<file path="config.mk">
export PLATFORM = sky130hd
export DESIGN_NAME = fifo_sync_param
export DESIGN_NICKNAME = d
export VERILOG_FILES = /design/src/rtl/fifo_sync_param.sv
export SDC_FILE = /design/constraint.sdc
export NUM_CORES = 1
export LEC_CHECK = 0
export ABC_AREA = 1
export BUFFER_PORTS_ARGS = -buffer_cell sky130_fd_sc_hd__buf_2
export CORE_ASPECT_RATIO = 1.4
export CORE_MARGIN = 1.5
export CORE_UTILIZATION = 49
export CTS_CLUSTER_DIAMETER = 100
export DETAILED_ROUTE_END_ITERATION = 7
export PLACE_DENSITY = 0.67
export SYNTH_ARGS = -nofsm -noshare
export SYNTH_HDL_FRONTEND = slang
export SYNTH_SLANG_ARGS = --single-unit
</file>
<file path="constraint.sdc">
create_clock -name clk -period 6.7 [get_ports clk]
set_input_delay 2.01 -clock clk [delete_from_list [all_inputs] [get_ports clk]]
set_output_delay 2.01 -clock clk [all_outputs]
set_load 0.01 [all_outputs]
</file>
<file path="src/rtl/fifo_sync_param.sv">
// Single-clock FIFO with arbitrary depth, programmable almost-full/almost-empty
// levels, occupancy count, synchronous flush and registered handshake flags.
module fifo_sync_param #(
  parameter  int FIFO_WIDTH = 16,
  parameter  int FIFO_DEPTH = 8,
  parameter  int AF_LEVEL   = FIFO_DEPTH - 1,
  parameter  int AE_LEVEL   = 1,
  localparam int CW         = $clog2(FIFO_DEPTH + 1)
) (
  input  logic                  clk,
  input  logic                  rst_n,
  input  logic                  flush,
  input  logic [FIFO_WIDTH-1:0] data_in,
  input  logic                  wr_en,
  input  logic                  rd_en,
  output logic [FIFO_WIDTH-1:0] data_out,
  output logic                  wr_ack,
  output logic                  overflow,
  output logic                  underflow,
  output logic                  full,
  output logic                  empty,
  output logic                  almostfull,
  output logic                  almostempty,
  output logic [CW-1:0]         count
);

  localparam int              PW      = $clog2(FIFO_DEPTH);
  localparam logic [PW-1:0]   LAST    = PW'(FIFO_DEPTH - 1);
  localparam logic [CW-1:0]   DEPTH_C = CW'(FIFO_DEPTH);
  localparam logic [CW-1:0]   AF_C    = CW'(AF_LEVEL);
  localparam logic [CW-1:0]   AE_C    = CW'(AE_LEVEL);

  logic [FIFO_WIDTH-1:0] mem [FIFO_DEPTH];
  logic [PW-1:0]         wr_ptr, rd_ptr;
  logic                  rd_ok, wr_ok;

  // A full FIFO still takes a write when the same edge pops the head.
  assign rd_ok = rd_en && (count != '0);
  assign wr_ok = wr_en && ((count != DEPTH_C) || rd_ok);

  // Explicit wrap so non-power-of-two depths never index past the array.
  function automatic logic [PW-1:0] nxt(input logic [PW-1:0] p);
    return (p == LAST) ? '0 : p + 1'b1;
  endfunction

  // Storage is deliberately left out of reset.
  always_ff @(posedge clk)
    if (rst_n && !flush && wr_ok) mem[wr_ptr] <= data_in;

  always_ff @(posedge clk or negedge rst_n) begin
    if (!rst_n) begin
      wr_ptr    <= '0;
      rd_ptr    <= '0;
      count     <= '0;
      data_out  <= '0;
      wr_ack    <= 1'b0;
      overflow  <= 1'b0;
      underflow <= 1'b0;
    end else if (flush) begin
      wr_ptr    <= '0;
      rd_ptr    <= '0;
      count     <= '0;
      wr_ack    <= 1'b0;
      overflow  <= 1'b0;
      underflow <= 1'b0;
    end else begin
      wr_ack    <= wr_ok;
      overflow  <= wr_en && !wr_ok;
      underflow <= rd_en && !rd_ok;
      if (wr_ok) wr_ptr <= nxt(wr_ptr);
      if (rd_ok) begin
        rd_ptr   <= nxt(rd_ptr);
        data_out <= mem[rd_ptr];
      end
      unique case ({wr_ok, rd_ok})
        2'b10:   count <= count + 1'b1;
        2'b01:   count <= count - 1'b1;
        default: count <= count;
      endcase
    end
  end

  assign full        = (count == DEPTH_C);
  assign empty       = (count == '0);
  assign almostfull  = (count >= AF_C) && !full;
  assign almostempty = (count <= AE_C) && !empty;

endmodule

</file>
==> results of run 1 <==
## through the flow
| stage | hold WS, ps | power, W |
|---|---|---|
| floorplan | 515 | 0.00161 |
| global placement | 463 | 0.00178 |
| detailed placement | 464 | 0.00180 |
| CTS | 482 | 0.00282 |
| global route | 506 | 0.00295 |
| finish | 481 | 0.00280 |
## layer usage
metal	track usage [%]	part of all wire, %	vias up
met5	0	0	-
met4	9.27	2.3	0
met3	5.11	5.1	31
met2	33.3	50	139
met1	26.6	42	2059
li1	-	-	1985
## Yosys cell counts
master      n
edfxtp_1  128
nor2_1    108
o21ai_0    71
nand2_1    67
o211ai_1   32
dfrtp_1    29
nand3_1    25
inv_1      17
buf_2      15
clkbuf_1    9
ha_1        7
nor3_1      6
nor2_4      3
buf_4       2
inv_2       2
nand2_2     2
nand2_4     2
nor2_2      2
o21ai_1     2
a21oi_1     1
buf_12      1
buf_6       1
clkinv_1    1
nand3b_1    1
nand4_1     1
o22ai_1     1
xor2_1      1
## registers in the layout, summed over array words and instances (netlist names)
| register | flops |
|---|---|
| rd_ptr | 3 |
| overflow | 1 |
| wr_ack | 1 |
| wr_ptr | 3 |
| mem | 128 |
| underflow | 1 |
| data_out | 16 |
| count | 4 |
## area by class of cell
cell class	count	area, sq um	share of cell area [%]
inverter	20	75.1	1.01
sequential	157	4570	61.6
timing repair buffer	54	288	3.88
clock buffer	23	520	7.02
tap	153	191	2.58
multi-input combinational	332	1650	22.2
clock inverter	9	129	1.74
## how the worst max path moves through the flow
stage	from	end	slack, ps	cells after the start
after floorplan	rd_en	mem[6][0]	2740	6
after global placement	rst_n	mem[6][13]	2370	3
after detailed placement	rst_n	mem[6][14]	2250	3
after CTS	rst_n	mem[6][12]	2690	3
after global routing	rst_n	mem[0][1]	2510	3
final	rst_n	mem[4][8]	2820	3
## report_power, final
part	switching, W	internal (W)	total [W]	leakage [nW]
Combinational	0.000401	0.000196	0.000597	0.984
Sequential	0.0000555	0.00113	0.00118	1.53
Clock	0.000366	0.000659	0.00103	0.315
## critical path, stage by stage
cell,delay [ps]
buf_2,560
nand2_1,330
nor3_2,990
## cells by family after synthesis
group	Yosys count	synth area share [%]
compound gates	107	9.61
buf+inv	48	3.59
flops	157	71.2
fa+ha+maj	7	1.36
xor+xnor	1	0.136
simple gates	217	14.1
==> run_results.csv, run 1 <==
group,metric,value,unit
outcome,outcome,"completed",
final_layout,finalNonFillerCells,748,
final_layout,final_cell_area,7420,sq um
routing,dr.pass1.iters,5,
power_and_ir_drop,peakVddDrop,0.173,mV
synth,syn-num-nets,565,
floorplan,die_w,99.7,um
routing,detail-route-antenna-nets,0,
place,io_buffers,47,
synth,synth_top_area_cell,"edfxtp_1",
critical_path,reg2reg_from,"count[0]",
critical_path,crit_path_start_kind,"primary input",
final_layout,nets,610,
synth,ys_types,27,
critical_path,crit_path_end_kind,"flop",
final_layout,final_common_cell,"edfxtp_1",
routing,via_per_inst,5.63,
place,dpl.hpwl,8670,um
clock_tree,clk-insertion-delay-late,420,ps
clock_tree,htree_levels,4,
place,postPlaceCellArea,6760,sq um
final_layout,final_util,57.9,%
final_layout,n_fill_cell,1035,
clock_tree,cts_resized,0,
global_routing,grt_max_degree,67,
final_layout,layout_common_cells,"128 x edfxtp_1, 108 x nor2_1, 71 x o21ai_0",
critical_path,r2r-end,"mem[4][8]",
synth,synth_area_leaders,"edfxtp_1 60%, dfrtp_1 11%, nor2_1 6.3%",
floorplan,row_count,49,
routing,drcViolationCount,0,
place,post-place-ws,2250,ps
synth,avgSynthCellArea,12.0,sq um
power_and_ir_drop,leakage,2.82,nW
critical_path,cp.arrival,3900,ps
synth,netlist_instances,537,
routing,drt_iter0_drc,207,
power_and_ir_drop,power-per-cell-area,378,nW/um^2
sta,finalHoldViolCount,0,
sta,tightest_slew,1220,ps
final_layout,drive_above_1_share,16.8,%
sta,setup_viol,0,
clock_tree,numCtsBuffers,17,
final_layout,syn_to_final_growth,15.6,%
clock_tree,post_cts_buffers,0,
synth,yosys_warnings,0,
synth,syn_area,6420,sq um
routing,wl_per_cell,18.1,um
clock_tree,clkTransAtPathRegs,60,ps
floorplan,io_pins,48,
routing,routed_wl,13500,um
routing,vias,4214,
global_routing,grt_usage,20.7,%
hold_path,worstHoldStart,"data_out[14]",
sta,min_period,3880,ps
floorplan,die_y,138,um
sta,slew_violations,0,
clock_tree,clock-sinks,157,
floorplan,core,12800,sq um
sta,setup_ws,2820,ps
synth,synth_top_area_share,59.9,%
clock_tree,ctsRootBufferMaster,"clkbuf_16",
floorplan,die_area,13800,sq um
sta,slew_headroom,18.1,%
sta,rsz0062_at_grt,"no",
global_routing,overflow,0,
final_layout,antenna_cells,0,
synth,synth_seq_area_share,71.2,%
clock_tree,cts_hold_buf,0,
hold_path,whs_path_depth,2,
hold_path,hp-class,"flop to flop",
hold_path,min_to,"data_out[14]",
place,place_congestion,0.853,
place,dp.cells,716,
clock_tree,clockBufferDepth,2,
global_routing,grt_pass1_wl,21500,um
critical_path,critPathRequiredTime,6730,ps
sta,fmax,258,MHz
critical_path,reg2reg_slack,3780,ps
critical_path,crit_fanout,31,
sta,clock_skew,10.1,ps
synth,ys_ff_latch,157,
clock_tree,cts_tree,"yes",
critical_path,reg2reg_depth,9,
job,max-cap-violations,0,
critical_path,critical_path_class,"primary input to flop",
global_routing,antenna_found_initial,0,
floorplan,start_util,50.1,%
global_routing,grt_pass1_vias,4222,
sta,post-route-period-util,57.8,%
sta,tns,0,ps
Note: power is estimated with default switching activity, not from simulation.
==> run 2, diff against run 1 <==
--- a/config.mk
+++ b/config.mk
@@ -5,14 +5,14 @@
 export SDC_FILE = /design/constraint.sdc
 export NUM_CORES = 1
 export LEC_CHECK = 0
-export ABC_AREA = 1
+export ABC_AREA = 0
 export BUFFER_PORTS_ARGS = -buffer_cell sky130_fd_sc_hd__buf_2
 export CORE_ASPECT_RATIO = 1.4
 export CORE_MARGIN = 1.5
 export CORE_UTILIZATION = 49
 export CTS_CLUSTER_DIAMETER = 100
 export DETAILED_ROUTE_END_ITERATION = 7
-export PLACE_DENSITY = 0.67
+export PLACE_DENSITY = 0.7
 export SYNTH_ARGS = -nofsm -noshare
 export SYNTH_HDL_FRONTEND = slang
 export SYNTH_SLANG_ARGS = --single-unit
==> constraint.sdc (replaced) <==
create_clock -name clk -period 3.4 [get_ports clk]
set_input_delay 1.02 -clock clk [delete_from_list [all_inputs] [get_ports clk]]
set_output_delay 1.02 -clock clk [all_outputs]
set_load 0.01 [all_outputs]
==> run_results.csv, run 2 <==
group,metric,value,unit
outcome,outcome,"completed",
synth,synth_area_leaders,"edfxtp_1 62%, dfrtp_1 12%, mux4_2 12%",
floorplan,row_count,48,
critical_path,crit_path_start_kind,"flop",
clock_tree,post_cts_buffers,0,
final_layout,n_fill_cell,870,
final_layout,nets,427,
power_and_ir_drop,leakage,2.53,nW
routing,drt_iter0_drc,225,
final_layout,drive_above_1_share,32.0,%
job,max-cap-violations,0,
global_routing,grt_pass1_wl,17500,um
synth,ys_top_cells_by_count,"128 x edfxtp_1, 34 x nor2_1, 32 x mux4_2",
synth,ys_ff_latch,157,
routing,wl_per_cell,20.1,um
place,place_congestion,0.817,
synth,synthMostInstantiatedCell,"edfxtp_1",
routing,routed_wl,11300,um
critical_path,crit_fanout,8,
synth,async_flop_share,18.5,%
global_routing,antenna_found_initial,0,
global_routing,grt_usage,18.2,%
clock_tree,cts_hold_buf,0,
synth,ys_types,35,
final_layout,antenna_cells,0,
final_layout,largest_reg_flops,128,
clock_tree,clkTransAtPathRegs,60,ps
synth,synth_top_area_share,62.0,%
synth,netlist_instances,335,
routing,vias,3129,
final_layout,final_cell_area,7270,sq um
synth,syn-num-nets,363,
sta,fmax,332,MHz
sta,tns,0,ps
final_layout,final_common_cell,"edfxtp_1",
final_layout,largestRegisters,"mem x128, data_out x16, count x4",
final_layout,regMostFlops,"mem",
power_and_ir_drop,power-per-cell-area,683,nW/um^2
synth,synth_top_area_cell,"edfxtp_1",
sta,finalHoldViolCount,0,
critical_path,critical_path_class,"flop to primary output",
clock_tree,htree_levels,4,
sta,slew_violations,0,
power_and_ir_drop,peakVddDrop,0.347,mV
floorplan,die_w,98.1,um
clock_tree,clk-insertion-delay-late,410,ps
global_routing,grt_pass1_vias,3190,
clock_tree,cts_tree,"yes",
floorplan,die_area,13300,sq um
critical_path,critPathRequiredTime,2380,ps
floorplan,die_y,136,um
routing,dr.pass1.iters,4,
sta,rsz0062_at_grt,"no",
final_layout,seqCellArea,4570,sq um
routing,detail-route-antenna-nets,0,
final_layout,multi_input_area,1530,sq um
critical_path,cp.arrival,2000,ps
final_layout,syn_to_final_growth,17.2,%
sta,slew_headroom,58.9,%
floorplan,io_pins,48,
clock_tree,numCtsBuffers,17,
sta,min_period,3020,ps
routing,drcViolationCount,0,
place,postPlaceCellArea,6660,sq um
synth,avgSynthCellArea,18.5,sq um
place,io_buffers,47,
floorplan,start_util,50.4,%
sta,tightest_slew,616,ps
synth,synth_enable_flop_cells,128,
sta,clock_skew,6.37,ps
global_routing,overflow,0,
clock_tree,ctsRootBufferMaster,"clkbuf_16",
synth,synth_seq_area_share,73.7,%
place,dpl.hpwl,7060,um
clock_tree,clock-sinks,157,
sta,setup_viol,0,
synth,yosys_warnings,0,
sta,fin_hold_ws,483,ps
floorplan,core,12300,sq um
hold_path,hp-class,"primary input to async pin",
global_routing,grt_max_degree,35,
synth,synth_ff_type,"edfxtp_1",
final_layout,layout_common_cells,"128 x edfxtp_1, 47 x buf_2, 33 x nor2_1",
clock_tree,cts_resized,0,
critical_path,crit_path_end_kind,"primary output",
clock_tree,clockBufferDepth,2,
sta,post-route-period-util,88.7,%
routing,via_per_inst,5.57,
synth,syn_area,6200,sq um
run 2: changes by cell type in the layout (fill, tap and decap cells not counted), moves of 22 or more:
cell	before	now
a21oi_1	1	23
mux4_2	0	32
nand2_1	67	7
nor2_1	108	33
o211ai_1	32	1
o21ai_0	71	1
run 2: kinds of logic (layout without fill, tap and decap cells):
group	Yosys count	after routing	synth area share, %
flip-flops	157	157	73.7
AND/OR/NAND/NOR	68	68	5.37
multiplexers	50	50	14.6
AO/OA/AOI/OAI	28	28	2.52
buffers and inverters	21	98	1.82
adder cells (fa/ha/maj)	7	7	1.41
XOR/XNOR	4	4	0.565
run 2: worst paths after layout:
| kind | startpoint | to | slack (ps) | cells after the start |
|---|---|---|---|---|
| max | count[0] | empty | 380 | 5 |
| min in group clk | data_out[7] | data_out[7] | 520 | 2 |
| min | rst_n | data_out[9] | 480 | 1 |
| max in group asynchronous | rst_n | rd_ptr[0] | 2300 | 2 |
| min reg2reg | data_out[7] | data_out[7] | 520 | 2 |
| max reg2reg | count[0] | mem[4][8] | 1050 | 7 |
run 2: metal layers:
metal	wire length, um	GRT usage [%]	vias to the layer above
met1	4570	22.0	1596
li1	-	-	1440
met5	0	0	-
met3	476	4.52	10
met2	6090	31.5	83
met4	136	7.38	0
run 2: metrics by stage:
step | std cells | power [W] | utilization (%) | worst slack, ps
after floorplan | 335 | 0.00291 | - | 179
after global placement | 530 | 0.00315 | 54.1 | 768
after detailed placement | 530 | 0.00318 | 54.1 | 707
after CTS | 562 | 0.00502 | 59.0 | 370
after global routing | 562 | 0.00518 | 59.0 | 283
final | 562 | 0.00496 | 59.0 | 384
run 2: where the power goes:
group          switching [W]  total [W]  leakage (nW)  internal (W)
Sequential          0.000116    0.00233          1.50       0.00221
Clock               0.000692    0.00184         0.296       0.00115
Combinational       0.000404   0.000797         0.734      0.000393
run 2: worst max-delay path, cell delays in order, from the launching register on:
cell     delay (ps)
dfrtp_1         460
inv_1           120
ha_1            250
or3b_1          500
inv_4           120
buf_2           130
run 2: layout make-up:
type / instances / area share [%]
inverters: 5 / 0.293
well taps: 150 / 2.58
clock inverters: 5 / 0.516
repair buffers: 61 / 4.85
clock buffers: 27 / 7.80
multi-input cells: 157 / 21.1
flip-flops and latches: 157 / 62.9
==> run 3, diff against run 2 <==
--- a/config.mk
+++ b/config.mk
@@ -7,7 +7,7 @@
 export LEC_CHECK = 0
 export ABC_AREA = 0
 export BUFFER_PORTS_ARGS = -buffer_cell sky130_fd_sc_hd__buf_2
-export CORE_ASPECT_RATIO = 1.4
+export CORE_ASPECT_RATIO = 1.1
 export CORE_MARGIN = 1.5
 export CORE_UTILIZATION = 49
 export CTS_CLUSTER_DIAMETER = 100
==> run_results.csv, run 3 (synthesis gave the netlist of run 2 again) <==
group,metric,value,unit
final_layout,regMostFlops,"mem",
power_and_ir_drop,power-per-cell-area,662,nW/um^2
floorplan,die_w,110,um
routing,wl_per_cell,20.0,um
routing,detail-route-antenna-nets,0,
power_and_ir_drop,peakVddDrop,0.353,mV
routing,routed_wl,11400,um
outcome,outcome,"completed",
place,dpl.hpwl,7160,um
power_and_ir_drop,total_power,0.00479,W
sta,fmax,332,MHz
final_layout,drive_above_1_share,33.3,%
job,max-cap-violations,0,
final_layout,layout_common_cells,"128 x edfxtp_1, 47 x buf_2, 33 x nor2_1",
sta,setup_ws,389,ps
clock_tree,clk-insertion-delay-late,410,ps
final_layout,syn_to_final_growth,16.6,%
sta,setup_viol,0,
final_layout,final_common_cell,"edfxtp_1",
sta,slew_violations,0,
sta,rsz0062_at_grt,"no",
clock_tree,clock-sinks,157,
floorplan,die_y,121,um
global_routing,grt_pass1_vias,3346,
floorplan,row_count,42,
clock_tree,cts_tree,"yes",
floorplan,io_pins,48,
critical_path,crit_path_start_kind,"flop",
hold_path,hp-class,"primary input to async pin",
floorplan,start_util,50.9,%
critical_path,critical_path_class,"flop to primary output",
routing,dr.pass1.iters,4,
sta,slew_headroom,51.4,%
critical_path,crit_fanout,8,
global_routing,grt_pass1_wl,18100,um
critical_path,critPathRequiredTime,2380,ps
clock_tree,cts_resized,0,
place,io_buffers,47,
routing,via_per_inst,5.60,
sta,post-route-period-util,88.5,%
clock_tree,htree_levels,4,
power_and_ir_drop,leakage,2.52,nW
clock_tree,cts_hold_buf,0,
sta,tns,0,ps
sta,tightest_slew,729,ps
final_layout,nets,433,
global_routing,overflow,0,
sta,clock_skew,8.45,ps
clock_tree,clockBufferDepth,2,
final_layout,largestRegisters,"mem x128, data_out x16, count x4",
sta,finalHoldViolCount,0,
global_routing,antenna_found_initial,0,
place,post-place-ws,709,ps
routing,drcViolationCount,0,
clock_tree,numCtsBuffers,17,
routing,vias,3201,
floorplan,core,12200,sq um
clock_tree,post_cts_buffers,0,
global_routing,grt_usage,19.2,%
clock_tree,ctsRootBufferMaster,"clkbuf_16",
final_layout,n_fill_cell,928,
critical_path,cp.arrival,1990,ps
critical_path,crit_path_end_kind,"primary output",
floorplan,die_area,13300,sq um
final_layout,largest_reg_flops,128,
final_layout,final_util,59.3,%
final_layout,antenna_cells,0,
sta,min_period,3010,ps
global_routing,grt_max_degree,35,
routing,drt_iter0_drc,294,
place,place_congestion,0.747,
clock_tree,clkTransAtPathRegs,60,ps
-- run 3: final timing paths --
path                       slack, ps   startpoint  depth (start not counted)           to
max in group asynchronous       2250        rst_n                          2    rd_ptr[0]
max reg2reg                     1020     count[0]                          7   mem[6][14]
max                              390     count[0]                          5        empty
min reg2reg                      520  data_out[0]                          2  data_out[0]
min                              520        rst_n                          1    wr_ptr[1]
min in group clk                 520  data_out[0]                          2  data_out[0]
-- run 3: critical path, cell delays in order (launching register included) --
cell     delay (ps)
dfrtp_1         460
inv_1           120
ha_1            250
or3b_1          500
inv_4           120
buf_2           130
-- run 3: report_power, final --
| group | total, W | leakage [nW] | switching, W | internal [W] |
|---|---|---|---|---|
| clock network | 0.00167 | 0.255 | 0.000705 | 0.000965 |
| logic | 0.000783 | 0.763 | 0.000394 | 0.000388 |
| registers | 0.00233 | 1.50 | 0.000125 | 0.00221 |
| total | 0.00479 | 2.52 | 0.00122 | 0.00356 |
-- run 3: per-layer routing --
| layer | routed length (um) | vias to the layer above | GRT usage, % | share of wire, % |
|---|---|---|---|---|
| li1 | - | 1449 | - | - |
| met1 | 4930 | 1628 | 25.7 | 43 |
| met2 | 5710 | 111 | 30.7 | 50 |
| met3 | 617 | 13 | 3.92 | 5.4 |
| met4 | 178 | 0 | 7.93 | 1.6 |
| met5 | 0 | - | 0 | 0 |
-- run 3: metrics by stage --
| stage | hold slack (ps) | cell area (sq um) | cells |
|---|---|---|---|
| 2_1_floorplan | 546 | 6200 | 335 |
| 4_1_cts | 510 | 7230 | 572 |
| 5_1_grt | 520 | 7230 | 572 |
| 3_5_place_dp | 512 | 6700 | 540 |
| 3_3_place_gp | 508 | 6700 | 540 |
| 6_report | 516 | 7230 | 572 |
-- run 3: cell type report --
cell class                      count  area (sq um)  area share [%]
Clock inverter                     11          68.8           0.952
Multi-Input combinational cell    157          1530            21.2
Clock buffer                       21           460            6.37
Timing Repair Buffer               67           385            5.33
Tap cell                          154           193            2.66
Sequential cell                   157          4570            63.2
Inverter                            5          21.3           0.294
